[src/rtl/nib_track_sync.sv]
// ============================================================================
// Module   : nib_track_sync
// Purpose  : One-track NIB cache between the hps_io SD block port and the
//            Disk II track RAM. Optional write-back enabled by NIB_WRITEBACK_EN.
// Revision : 1.0 - initial release
// ============================================================================
`default_nettype none

module nib_track_sync #(
    parameter int SECTORS = 13
) (
    input  logic        clk_sys,
    input  logic        reset_n,
    input  logic [5:0]  track,
    input  logic        img_mounted,
    input  logic        img_present,
    input  logic        trk_we,
    output logic [31:0] sd_lba,
    output logic        sd_rd,
    output logic        sd_wr,
    input  logic        sd_ack,
    input  logic [8:0]  sd_buff_addr,
    input  logic [7:0]  sd_buff_dout,
    input  logic        sd_buff_wr,
    output logic [7:0]  sd_buff_din,
    output logic [12:0] ram_addr,
    output logic [7:0]  ram_din,
    output logic        ram_we,
    input  logic [7:0]  ram_dout,
    output logic        cpu_wait,
    output logic        dirty
);

    localparam logic [31:0] C_SECTORS_32 = 32'(SECTORS);
    localparam logic [3:0]  C_SECTORS_4  = 4'(SECTORS);

    typedef enum logic [2:0] {
        S_IDLE    = 3'd0,
        S_WB_REQ  = 3'd1,
        S_WB_XFER = 3'd2,
        S_RD_REQ  = 3'd3,
        S_RD_XFER = 3'd4
    } state_t;

    state_t      r_state;
    logic [5:0]  r_cur_track;
    logic [3:0]  r_sec;
    logic        r_mount_pend;
    logic        r_ack_d;
    logic [31:0] r_lba;
    logic        r_rd;
    logic        r_wait;

    logic        w_ack_rise;
    logic        w_ack_fall;
    logic        w_pend;
    logic        w_new_track;
    logic [3:0]  w_sec_inc;
    logic [31:0] w_lba_track;

    assign w_ack_rise  = sd_ack & ~r_ack_d;
    assign w_ack_fall  = ~sd_ack & r_ack_d;
    // A mount pulse arriving in the same cycle counts as already pending.
    assign w_pend      = r_mount_pend | img_mounted;
    assign w_new_track = (track != r_cur_track) || w_pend;
    assign w_sec_inc   = r_sec + 4'd1;
    assign w_lba_track = {26'd0, track} * C_SECTORS_32;

`ifdef NIB_WRITEBACK_EN
    logic        r_dirty;
    logic        r_wr;
    logic [31:0] w_lba_cur;

    assign w_lba_cur   = {26'd0, r_cur_track} * C_SECTORS_32;
    assign sd_wr       = r_wr;
    assign dirty       = r_dirty;
    assign sd_buff_din = (r_state == S_WB_REQ || r_state == S_WB_XFER) ? ram_dout : 8'd0;
`else
    logic w_unused_ro;

    assign w_unused_ro = &{1'b0, trk_we, ram_dout};
    assign sd_wr       = 1'b0;
    assign dirty       = 1'b0;
    assign sd_buff_din = 8'd0;
`endif

    always_ff @(posedge clk_sys or negedge reset_n) begin
        if (!reset_n) begin
            r_state      <= S_IDLE;
            r_cur_track  <= 6'h3F;
            r_sec        <= 4'd0;
            r_mount_pend <= 1'b0;
            r_ack_d      <= 1'b0;
            r_lba        <= 32'd0;
            r_rd         <= 1'b0;
            r_wait       <= 1'b0;
`ifdef NIB_WRITEBACK_EN
            r_dirty      <= 1'b0;
            r_wr         <= 1'b0;
`endif
        end else begin
            r_ack_d <= sd_ack;
            if (img_mounted) begin
                r_mount_pend <= 1'b1;
            end

            case (r_state)
                S_IDLE: begin
                    r_wait <= 1'b0;
                    if (!img_present) begin
                        r_cur_track  <= track;
                        r_mount_pend <= 1'b0;
`ifdef NIB_WRITEBACK_EN
                        r_dirty      <= 1'b0;
`endif
                    end else if (w_new_track) begin
                        r_wait <= 1'b1;
                        r_sec  <= 4'd0;
`ifdef NIB_WRITEBACK_EN
                        // A fresh mount discards the old image's changes.
                        if (r_dirty && !w_pend) begin
                            r_lba   <= w_lba_cur;
                            r_wr    <= 1'b1;
                            r_state <= S_WB_REQ;
                        end else
`endif
                        begin
                            r_cur_track  <= track;
                            r_mount_pend <= 1'b0;
`ifdef NIB_WRITEBACK_EN
                            r_dirty      <= 1'b0;
`endif
                            r_lba        <= w_lba_track;
                            r_rd         <= 1'b1;
                            r_state      <= S_RD_REQ;
                        end
                    end
`ifdef NIB_WRITEBACK_EN
                    else if (trk_we) begin
                        r_dirty <= 1'b1;
                    end
`endif
                end

`ifdef NIB_WRITEBACK_EN
                S_WB_REQ: begin
                    if (w_ack_rise) begin
                        r_wr    <= 1'b0;
                        r_state <= S_WB_XFER;
                    end
                end

                S_WB_XFER: begin
                    if (w_ack_fall) begin
                        if (w_pend || w_sec_inc == C_SECTORS_4) begin
                            r_cur_track  <= track;
                            r_mount_pend <= 1'b0;
                            r_dirty      <= 1'b0;
                            r_sec        <= 4'd0;
                            r_lba        <= w_lba_track;
                            r_rd         <= 1'b1;
                            r_state      <= S_RD_REQ;
                        end else begin
                            r_sec   <= w_sec_inc;
                            r_lba   <= r_lba + 32'd1;
                            r_wr    <= 1'b1;
                            r_state <= S_WB_REQ;
                        end
                    end
                end
`endif

                S_RD_REQ: begin
                    if (w_ack_rise) begin
                        r_rd    <= 1'b0;
                        r_state <= S_RD_XFER;
                    end
                end

                S_RD_XFER: begin
                    if (w_ack_fall) begin
                        r_lba <= r_lba + 32'd1;
                        if (w_sec_inc == C_SECTORS_4) begin
                            r_sec   <= 4'd0;
                            r_wait  <= 1'b0;
                            r_state <= S_IDLE;
                        end else begin
                            r_sec   <= w_sec_inc;
                            r_rd    <= 1'b1;
                            r_state <= S_RD_REQ;
                        end
                    end
                end

                default: r_state <= S_IDLE;
            endcase
        end
    end

    assign sd_lba   = r_lba;
    assign sd_rd    = r_rd;
    assign cpu_wait = r_wait;
    assign ram_addr = {r_sec, sd_buff_addr};
    assign ram_din  = sd_buff_dout;
    assign ram_we   = (r_state == S_RD_XFER) & sd_buff_wr;

endmodule

`default_nettype wire

[config.mk]
export PLATFORM = sky130hd
export DESIGN_NAME = nib_track_sync
export DESIGN_NICKNAME = d
export VERILOG_FILES = /design/src/rtl/nib_track_sync.sv
export SDC_FILE = /design/constraint.sdc
export NUM_CORES = 1
export LEC_CHECK = 0
export ABC_AREA = 1
export CORE_ASPECT_RATIO = 1.25
export CORE_MARGIN = 10
export CORE_UTILIZATION = 45
export CTS_CLUSTER_SIZE = 12
export DETAILED_ROUTE_END_ITERATION = 6
export PLACE_DENSITY_LB_ADDON = 0.1
export SYNTH_ARGS = -nofsm -noshare
export SYNTH_HDL_FRONTEND = slang
export SYNTH_SLANG_ARGS = --single-unit
export TNS_END_PERCENT = 50
[constraint.sdc]
create_clock -name clk_sys -period 1.6 [get_ports clk_sys]
set_input_delay 0.24 -clock clk_sys [delete_from_list [all_inputs] [get_ports clk_sys]]
set_output_delay 0.24 -clock clk_sys [all_outputs]
set_load 0.005 [all_outputs]
# Word level (Yosys, flattened, before mapping)
# Index checks and enable logic that the tools add are counted.
# classes
n_addsub	2
bitwise	6
muxes	32
multipliers	1
n_eq_ne	11
n_reduce_logical	9
# op_table
cell	n
two-way mux 32 bit	3
one-hot mux 32 bit (2 select lines)	1
adder 32 x 1 -> 32 bit, second input constant	1
two-way mux 4 bit	4
two-way mux 1 bit	13
two-way mux 3 bit	4
two-way mux 6 bit	2
!= test 2 bit, second input constant	6
multiplier 6 x 4 -> 10 bit, second input constant	1
one-hot mux 3 bit (3 select lines)	1
one-hot mux 4 bit (2 select lines)	1
AND reduction 4 bit	2
!= test 6 bit	1
AND reduction 6 bit	1
adder 4 x 1 -> 4 bit, second input constant	1
equality test 4 bit, second input constant	1
AND 1 bit	3
equality test 3 x 2 -> 1 bit, second input constant	1
equality test 3 bit, second input constant	1
logical NOT 3 bit	1
one-hot mux 1 bit (3 select lines)	1
AND reduction 3 bit	1
nonzero test 3 bit	1
two-way mux 2 bit	1
other kinds (7)	8
# word_totals
wordCells	69
reg_bits	49
output_inout_bits	66
inputBits	38

# Depth between registers and ports, before layout
# Gate-level depths: netlist of run 1.
# logic_depth
ltp_word	5
ltp_mapped	14
mapped_depth_nobuf	14

# Worst setup path before layout of run 1
# No wires, ideal clock.
# synth_path
path_kind	input port to flip-flop
start	in track[1]
end	reg r_lba[7] (netlist: sd_lba[7])
arrival_ps	2001
slack_ps	-466
n_path_buf	0
setup_time_ps	65
cell_stages	10
cell_sequence	ha_1 > fa_1 > fa_1 > nand2_1 > nand3_1 > nand2_1 > nand2_1 > o21ai_0 > nand2_1 > nand2_1
# synth_via
elab_chain_len	4
# synth_rtl
item	line_no	text
start: declaration	14	input logic [5:0] track,
multiplier 6 x 4 -> 10 bit or != test 6 bit (tied branches)	67, 65	
two-way mux 32 bit or logical OR 1 bit (tied branches)	116, 65	
two-way mux 32 bit or != test 2 bit (tied branches)	-	
one-hot mux 32 bit (2 select lines) or AND reduction 4 bit (tied branches)	-	
end signal: assignment	133	r_lba <= w_lba_track;
end signal: assignment	182	r_lba <= r_lba + 32'd1;
end: declaration	50	logic [31:0] r_lba;
# Several ways; a longest one is shown, not always the timed one. The select of a mux whose other input is x is not followed.
# A chain may end at the register's enable or synchronous reset.

# Worst setup path after layout of run 1
# layout_path
start	in track[2]
end	reg r_lba[9] (netlist: sd_lba[9])
# Same word-level chain as after synthesis.

==> run summary, run 1 <==
DRC violations left - 0
CTS tree - yes
Buffers & Inverters on Critical Path - 4
RSZ-0062 raised after global routing - yes
Num CTS Buffers - 5
synthesized cell area - 3890 sq um
Async S/R FF share, synth - 100%
pin count of the biggest net entering global routing - 34
Reg area - 1230 sq um
worst endpoint data arrival time - 1980 ps
Slew Limit Fails - 0
leading register cell type out of synthesis - dfrtp_1
Antenna Cells - 0
most frequent cells in the layout - 194 x nand2_1, 58 x inv_1, 58 x buf_4, 53 x nor2_1, 51 x nand3_1
vias in the first global route - 3880
worst-path fanout max - 4
ANT nets after route - 0
violated checks - negative setup slack
PwrDens - 1270 nW/um^2
H-Tree Depth - 2
Syn Inst Count - 601
Placer Congestion - 0.860
Die Span X - 103 um
worst hold slack - 271 ps
Worst-Skew Late Latency - 320 ps
Top delay family on crit path - adder cells
gr ovfl total - 0
clock buffer depth - 2
clk sinks - 48
Post-Syn Area per Cell - 6.48 sq um
slowest CP cell - fa_1
hold crit path type - input pin to flip-flop
vias - 4217
Max-cap violations - 0
Data required, critical path - 1810 ps
Crit Path Class - input pin to flip-flop
Cell variety after synth - 34
Seq cells post-synth - 48
top cell type by total area after synthesis - dfrtp_1
Iter 0 DRT Violations - 222
proportion of layout cells with a drive suffix above 1 - 30.7%
Final Hold Fails - 0
core box area - 8330 sq um
Detail Placement HPWL - 8.49 mm
wirelength, routed - 12.1 mm
via-per-instance ratio - 5.20
# IOs - 104
slowest stage delay, CP - 490 ps
most common cell after layout, fill and taps aside - nand2_1
Synth area leaders - dfrtp_1 27%, nand2_1 22%, nand3_1 8.0%
post-synth top area share - 27.0%
period utilization - 111%
Worst VDD drop - 0.000945 V
PnR worst setup slack - -172 ps
P&R area growth vs syn - 44.7%
element type at the critical path end - flip-flop
status - complete, but fails checks
fmax - 0.564 GHz
Final Critical Period - 1770 ps
CP startpoint kind - input pin
drt wl/cell - 14.9 um
1st-pass router iterations - 6
reg2reg setup slack - -60 ps
sequential area share after synthesis - 31.0%
post-layout net count - 773
worst clock skew - 15.7 ps
area occupied by multi-input gates - 2590 sq um
initial antenna violation count - 0
# setup viols final - 35
synth warn - 0
overall routing resource usage - 17.6%
Post-DP Area - 4770 sq um
root buf cell - clkbuf_8
crit-path cells - buf_8 > ha_4 > inv_2 > fa_1 > inv_2 > ha_4 > nand2_1 > inv_2 > nand3_2 > nand3_2 > nand2_1 > nand3_1 > nand2_1 > nand2_1 > nand2_1
Setup TNS - -1420 ps
num rows - 37
Final Cell Area - 5640 sq um
clock slew at reported path FFs - 100 ps
Die H - 124 um
crit-path most repeated cell - nand2_1
Initial Utilization - 46.7%
Die Footprint - 12800 sq um
filler instances - 753
Post-synth EDFFs - 0
I/O Buffers - 50
global-route wire length before repair - 18.0 mm
P_leak - 2.82 nW
## timing repair
| action | 4_1_cts | 5_1_grt |
|---|---|---|
| endpoints found under the setup margin | 56 | 64 |
| pin swaps | 18 | 38 |
| hold buffers | 1 | 0 |
| gates cloned | 1 | 6 |
| endpoints found under the hold margin | 15 | 0 |
| buffers inserted | 5 | 13 |
| gates resized for setup | 69 | 123 |
## logic make-up (layout without fill, tap and decap cells)
logic type      count (synthesis)  in the layout  synth area share [%]
xor+xnor                        7              7                  1.57
other cells                     1             10                0.0963
fa+ha+maj                      22             22                  7.65
simple gates                  369            371                  39.3
compound gates                 43             43                  5.94
buf+inv                       111            213                  14.4
flops                          48             48                  31.0
## routing by layer
layer  GRT usage [%]  wire [um]  up-vias
li1                -          -     2076
met1            19.2       4720     1992
met2            33.2       6450      121
met3            2.88        630       28
met4            6.01        330        0
met5               0          0        -
## path summary, 6_finish.rpt
check,cells past startpoint,start,end
setup reg to reg,10,r_state[2],sd_lba[25]
setup / recovery,15,track[2],sd_lba[9]
min in group asynchronous,2,reset_n,sd_lba[20]
max in group asynchronous,3,reset_n,r_cur_track[5]
hold / removal,4,track[3],r_cur_track[3]
hold reg to reg,2,r_cur_track[0],r_cur_track[0]
## report_power, final
| group | internal, mW | leakage (nW) | switching (mW) |
|---|---|---|---|
| Clock | 0.351 | 0.0434 | 0.477 |
| Combinational | 2.22 | 2.18 | 2.37 |
| Sequential | 1.55 | 0.599 | 0.214 |
| Total | 4.12 | 2.82 | 3.06 |
## tightest hold or removal path: cells and delay by family
family          cells  cell delay, ps
compound gates      1              60
buf+inv             2             240
simple gates        1              60
## sequential cells by signal, summed over array words and instances, names as in the netlist
name	cells
r_cur_track	6
r_ack_d	1
sd_lba	32
cpu_wait	1
r_sec	4
sd_rd	1
r_state	2
r_mount_pend	1
## layout make-up
cell class	count	area share [%]
multi-input combinational	453	46.0
timing repair buffer	131	23.2
sequential	48	21.8
inverter	74	5.13
tap	97	2.15
clock buffer	6	1.47
clock inverter	2	0.266
## synth_stat cells (2+ instances only)
library cell and instances:
nand2_1 226, inv_1 71, nand3_1 62, nor2_1 61, dfrtp_1 42, buf_4 28, ha_1 19, o21ai_1 18
o21ai_0 11, a21oi_1 7, nand4_1 7, dfstp_2 6, xor2_1 6, buf_6 5, fa_1 3, inv_2 3
nor3_1 3, o21bai_1 3, buf_2 2, clkbuf_1 2, nor2_2 2, or2_2 2
## per-stage QoR
stage	power (mW)	utilization, %	cells	worst slack [ps]
detailed placement	4.80	57.3	779	-1010
global route	7.63	67.6	811	-265
CTS	5.99	60.8	794	-188
finish	7.18	67.6	811	-172
floorplan	3.59	-	610	-294
global placement	4.73	57.3	779	-977
No activity file was read; power rests on OpenSTA's default activity.
==> run 2: changes to the inputs <==
clock period = 1.5 ns   (was 1.6 ns; I/O delays follow)
==> run 2 against run 1 <==
Against the previous run: highest routed layer unchanged; design area up 0.33%; hold slack worse by 38 ps; clock skew down 3.3 ps; final cell count up 1.5%; combinational power up 6.1%; sequential power up 6%; largest power group unchanged; utilization up 0.23 points; non-clock buffer count up 12; critical endpoint is now sd_lba[6]; the run still ends with negative setup slack left; via count up 0.85%.
==> run summary, run 2 (synthesis results as in run 1) <==
status - complete, but fails checks
violated checks - negative setup slack
clock slew at reported path FFs - 90 ps (about the same)
clock buffer depth - 2 (unchanged)
RSZ-0062 raised after global routing - yes
PwrDens - 1340 nW/um^2 (+5.5%)
# setup viols final - 46 (+31%)
1st-pass router iterations - 4 (-2)
slowest stage delay, CP - 480 ps (about the same)
Max-cap violations - 0 (unchanged)
global-route wire length before repair - 19.5 mm (+8.2%)
worst clock skew - 12.4 ps (-3.30 ps)
P_leak - 2.90 nW (+2.7%)
most common cell after layout, fill and taps aside - nand2_1
vias - 4253 (+0.85%)
met3 routed WL - 562 um (-11%)
vias in the first global route - 4208 (+8.5%)
CTS tree - yes
period utilization - 118%
Placement Setup Slack - -1100 ps (-87.3 ps)
total power draw - 7.60 mW (+5.9%)
Die Span X - 103 um (unchanged)
max reg flops - 32 (unchanged)
Buffers & Inverters on Critical Path - 4 (unchanged)
Final Critical Period - 1770 ps
H-Tree Depth - 2 (unchanged)
I/O Buffers - 50 (unchanged)
Placer Congestion - 0.859 (-0.10%)
met2 wire length - 6.37 mm (-1.2%)
Top delay family on crit path - adder cells
worst endpoint data arrival time - 1970 ps (about the same)
Detail Placement HPWL - 8.58 mm (+1.1%)
num rows - 37 (unchanged)
gr ovfl total - 0 (unchanged)
ANT nets after route - 0 (unchanged)
via-per-instance ratio - 5.17 (-0.62%)
fmax - 0.567 GHz
pin count of the biggest net entering global routing - 49 (+44%)
proportion of layout cells with a drive suffix above 1 - 31.8% (+1.1 points)
hold crit path type - input pin to flip-flop
internal power - 4.29 mW (+4.1%)
Die H - 124 um (unchanged)
Num CTS Buffers - 5 (unchanged)
Antenna Cells - 0 (unchanged)
wirelength, routed - 12.0 mm (-1.2%)
# IOs - 104 (unchanged)
post-layout net count - 785 (+1.6%)
Top Layer Used - met4
Net Sw Frac - 43.5% (+0.95 points)
DRC violations left - 0 (unchanged)
most frequent cells in the layout - 189 x nand2_1, 73 x buf_4, 62 x inv_1, 55 x nor2_1, 51 x nand3_1
Crit Path Class - input pin to flip-flop
Final Hold Fails - 0 (unchanged)
slowest CP cell - fa_1
Die Footprint - 12800 sq um (unchanged)
CP startpoint kind - input pin
Iter 0 DRT Violations - 147 (-34%)
worst-path fanout max - 4 (unchanged)
drt wl/cell - 14.6 um (-2.6%)
PnR worst setup slack - -265 ps (-93.1 ps)
switching power - 3.31 mW (+8.2%)
Worst VDD drop - 0.00102 V (+7.4%)
Slew Limit Fails - 0 (unchanged)
Data required, critical path - 1700 ps (-110 ps)
element type at the critical path end - flip-flop
clk sinks - 48 (unchanged)
core box area - 8330 sq um (unchanged)
Initial Utilization - 46.7% (unchanged)
Setup TNS - -5990 ps (-4580 ps)
crit-path most repeated cell - nand2_1
worst hold slack - 233 ps (-38.2 ps)
crit-path cells - buf_8 > ha_4 > inv_2 > fa_1 > inv_2 > ha_4 > nand2_2 > inv_2 > nand2_1 > nand2_1 > a21oi_1 > o21ai_1 > nand2_1 > nand2_1 > nand2_1
overall routing resource usage - 18.8% (+1.2 points)
Worst-Skew Late Latency - 310 ps (about the same)
Reg power frac - 24.7% (about the same)
P&R area growth vs syn - 45.2%
root buf cell - clkbuf_8
Gate power share - 63.9% (about the same)
Clk pwr share - 11.4% (about the same)
initial antenna violation count - 0 (unchanged)
M1 wire length - 4.73 mm (+0.34%)
-- run 2: cell type report --
type,instances,area [sq um]
clock buffer,6,82.6
clock inverter,2,15.0
fill,754,2680
inverter,74,290
multi-input combinational,452,2630
sequential,48,1220
tap,97,121
timing repair buffer,143,1290
timing repair inverter,1,11.3
-- run 2: layer usage --
layer,up-vias,global-route usage [%]
met3,23,3.05
met2,113,35.1
met4,0,6.97
li1,2098,-
met5,-,0
met1,2019,20.7
-- run 2: worst reg2reg max path: stages, from the launching register on --
cell,delay (ps)
dfstp_2,530
inv_1,70
nand2_1,60
nand2_1,60
inv_2,60
nand2_2,60
nor2_4,150
nand3_4,110
nand2_8,110
buf_12,160
buf_12,150
nand2_2,40
o21ai_1,70
-- run 2: repair_timing --
item | in CTS | in global routing
pin swaps | 35 | 22
cloned | 6 | 0
hold endpoints to repair | 42 | 0
endpoints found under the setup margin | 76 | 50
buffers inserted | 15 | 3
hold buffers | 1 | 0
resized for setup | 154 | 59
-- run 2: path summary, 6_finish.rpt --
check / start / slack (ps) / endpoint / depth (start not counted)
max: track[2] / -270 / sd_lba[6] / 15
min: track[4] / 230 / r_cur_track[4] / 4
max reg2reg: r_cur_track[3] / -200 / sd_lba[15] / 12
max in group asynchronous: reset_n / 790 / r_cur_track[3] / 3
min in group asynchronous: reset_n / 420 / sd_lba[12] / 3
min reg2reg: sd_rd / 490 / sd_rd / 2
-- run 2: per-stage QoR --
| step | utilization (%) | instance area [sq um] | std cells |
|---|---|---|---|
| after global routing | 67.9 | 5650 | 823 |
| after detailed placement | 58.8 | 4900 | 792 |
| after global placement | 58.8 | 4900 | 792 |
| after floorplan | - | 4000 | 610 |
| final | 67.9 | 5650 | 823 |
| after CTS | 65.9 | 5490 | 822 |
-- run 2: power by group through the flow --
stage	logic (mW)	registers (mW)	clock network, mW
6_report	4.86	1.88	0.865
5_1_grt	5.31	1.91	0.916
2_1_floorplan	1.89	1.96	0
4_1_cts	4.59	1.86	0.868
3_3_place_gp	3.27	1.88	0
3_5_place_dp	3.32	1.89	0
==> run 3: changes to the inputs <==
--- a/config.mk
+++ b/config.mk
@@ -14,2 +14,3 @@
 export PLACE_DENSITY_LB_ADDON = 0.1
+export SKIP_CTS_REPAIR_TIMING = 1
 export SYNTH_ARGS = -nofsm -noshare
--- a/constraint.sdc
+++ b/constraint.sdc
@@ -3,2 +3,2 @@
 set_output_delay 0.225 -clock clk_sys [all_outputs]
-set_load 0.005 [all_outputs]
+set_load 0.02 [all_outputs]
==> run 3 against run 2 <==
Against the previous run: first-iteration DRC count increased by 33%; combinational power increased by 5.1%; critical path depth stayed put; clock-buffer cell count unchanged; utilization up 2.0 points; clock power shrank 7.9%; sequential power grew 2%; die area unchanged; design area rose by 3.0%; clock skew barely moved; sequential share of layout area is 0.66 points lower; via count fell by 1.8%; the run still ends with negative setup slack left.
==> run summary, run 3 (synthesis results as in run 1) <==
# setup viols final - 42 (-8.7%)
post-layout net count - 776 (-1.1%)
Iter 0 DRT Violations - 196 (+33%)
global-route wire length before repair - 17.8 mm (-8.8%)
clock buffer depth - 2 (unchanged)
Final Critical Period - 1830 ps (+66.2 ps)
PnR worst setup slack - -331 ps (-66.2 ps)
Placer Congestion - 0.898 (+4.4%)
Crit Path Class - input pin to flip-flop
gr ovfl total - 0 (unchanged)
CP startpoint kind - input pin
Worst-Skew Late Latency - 310 ps (about the same)
Data required, critical path - 1710 ps (about the same)
fmax - 0.546 GHz (-3.6%)
post-route insts no fill - 814 (-1.1%)
wirelength, routed - 11.7 mm (-2.0%)
Buffers & Inverters on Critical Path - 4 (unchanged)
crit-path cells - buf_8 > ha_4 > inv_2 > fa_1 > inv_2 > ha_4 > nand2_1 > inv_2 > nand3_2 > nand3_2 > nand2_1 > nand3_1 > nand2_1 > nand2_1 > nand2_1
worst endpoint data arrival time - 2040 ps (+70 ps)
Num CTS Buffers - 5 (unchanged)
element type at the critical path end - flip-flop
RSZ-0062 raised after global routing - yes
Reg power frac - 24.5% (-0.2 points)
Final Hold Fails - 0 (unchanged)
proportion of layout cells with a drive suffix above 1 - 32.4% (+0.54 points)
total power draw - 7.82 mW (+2.9%)
Antenna Cells - 0 (unchanged)
ANT nets after route - 0 (unchanged)
Max-cap violations - 0 (unchanged)
max reg flops - 32 (unchanged)
I/O Buffers - 50 (unchanged)
vias in the first global route - 3846 (-8.6%)
root buf cell - clkbuf_8
dpl cells - 788 (-0.51%)
worst-path fanout max - 4 (unchanged)
# IOs - 104 (unchanged)
most frequent cells in the layout - 180 x nand2_1, 68 x buf_4, 63 x inv_1, 54 x nor2_1, 54 x nand3_1
P_leak - 3.37 nW (+16%)
clock slew at reported path FFs - 90 ps (about the same)
most common cell after layout, fill and taps aside - nand2_1
Die Span X - 103 um (unchanged)
vias - 4178 (-1.8%)
Die H - 124 um (unchanged)
Net Sw Frac - 44.8% (+1.3 points)
clk sinks - 48 (unchanged)
slowest CP cell - fa_1
overall routing resource usage - 17.0% (-1.8 points)
core box area - 8330 sq um (unchanged)
worst hold slack - 244 ps (+10.7 ps)
Top delay family on crit path - adder cells
period utilization - 122% (+4.4 points)
Worst VDD drop - 0.00114 V (+12%)
Die Footprint - 12800 sq um (unchanged)
DRC violations left - 0 (unchanged)
crit-path most repeated cell - nand2_1
switching power - 3.51 mW (+6.0%)
internal power - 4.32 mW (+0.58%)
initial antenna violation count - 0 (unchanged)
via-per-instance ratio - 5.13 (-0.68%)
Gate power share - 65.3% (+1.4 points)
Detail Placement HPWL - 8.39 mm (-2.2%)
Initial Utilization - 46.7% (unchanged)
slowest stage delay, CP - 530 ps (+50 ps)
Slew Limit Fails - 0 (unchanged)
Clk pwr share - 10.2% (-1.2 points)
1st-pass router iterations - 5 (+1)
worst clock skew - 12.8 ps (+0.386 ps)
drt wl/cell - 14.4 um (-0.89%)
P&R area growth vs syn - 49.5%
hold crit path type - input pin to flip-flop
status - complete, but fails checks
CTS tree - yes
PwrDens - 1340 nW/um^2 (about the same)
H-Tree Depth - 2 (unchanged)
violated checks - negative setup slack
pin count of the biggest net entering global routing - 49 (unchanged)
num rows - 37 (unchanged)
[run 3: cell count changes in the layout (fill, tap and decap cells not counted), moves of 3 or more]
cell | previous run | this run
clkdlybuf4s50_1 | 8 | 5
nand2_4 | 8 | 14
dlygate4sd2_1 | 31 | 0
clkbuf_16 | 0 | 3
nand3_2 | 10 | 7
dlymetal6s2s_1 | 3 | 38
buf_4 | 73 | 68
o21ai_1 | 12 | 5
nand3_1 | 51 | 54
nand2_1 | 189 | 180
nand2_8 | 1 | 5
o21ai_2 | 13 | 21
buf_6 | 16 | 12
[run 3: path summary, 6_finish.rpt]
path | start | slack, ps | cells past startpoint | to
setup / recovery | track[2] | -330 | 15 | sd_lba[9]
min in group asynchronous | reset_n | 420 | 3 | sd_lba[28]
max in group asynchronous | reset_n | 780 | 3 | r_cur_track[3]
setup reg to reg | r_state[2] | -150 | 10 | sd_lba[12]
hold / removal | track[1] | 240 | 4 | r_cur_track[1]
hold reg to reg | r_cur_track[1] | 480 | 2 | r_cur_track[1]
[run 3: stage by stage]
stage	cell area (sq um)	setup TNS (ps)	utilization, %	setup slack, ps
2_1_floorplan	4010	-2100	-	-378
6_report	5820	-5550	69.9	-331
3_3_place_gp	4890	-27800	58.7	-1050
3_5_place_dp	4890	-28640	58.7	-1080
4_1_cts	4980	-19960	59.7	-757
5_1_grt	5820	-9170	69.9	-428
[run 3: worst min-delay path, delay by kind of cell]
kind | cells | cell delay (ps)
buf+inv | 2 | 200
simple gates | 1 | 50
compound gates | 1 | 50
[run 3: cell type report]
type	count	area [sq um]
Clock buffer	6	72.6
Clock inverter	2	12.5
Fill cell	701	2510
Inverter	74	285
Multi-Input combinational cell	453	2750
Sequential cell	48	1220
Tap cell	97	121
Timing Repair Buffer	134	1370
[run 3: routing by layer]
layer  vias to the layer above  global-route usage [%]  part of all wire, %
li1                       2085                       -                    -
met2                       111                    30.9                   54
met1                      1962                    19.3                   39
met4                         0                    4.79                  2.0
met5                         -                       0                    0
met3                        20                    3.77                  5.0
[run 3: power groups by stage]
stage                     registers (mW)  logic, mW  clock network, mW
after floorplan                     2.16       1.96                  0
after global placement              1.91       3.57                  0
after detailed placement            1.93       3.64                  0
after CTS                           1.90       3.66              0.815
after global routing                1.95       5.55              0.866
final                               1.92       5.11              0.797
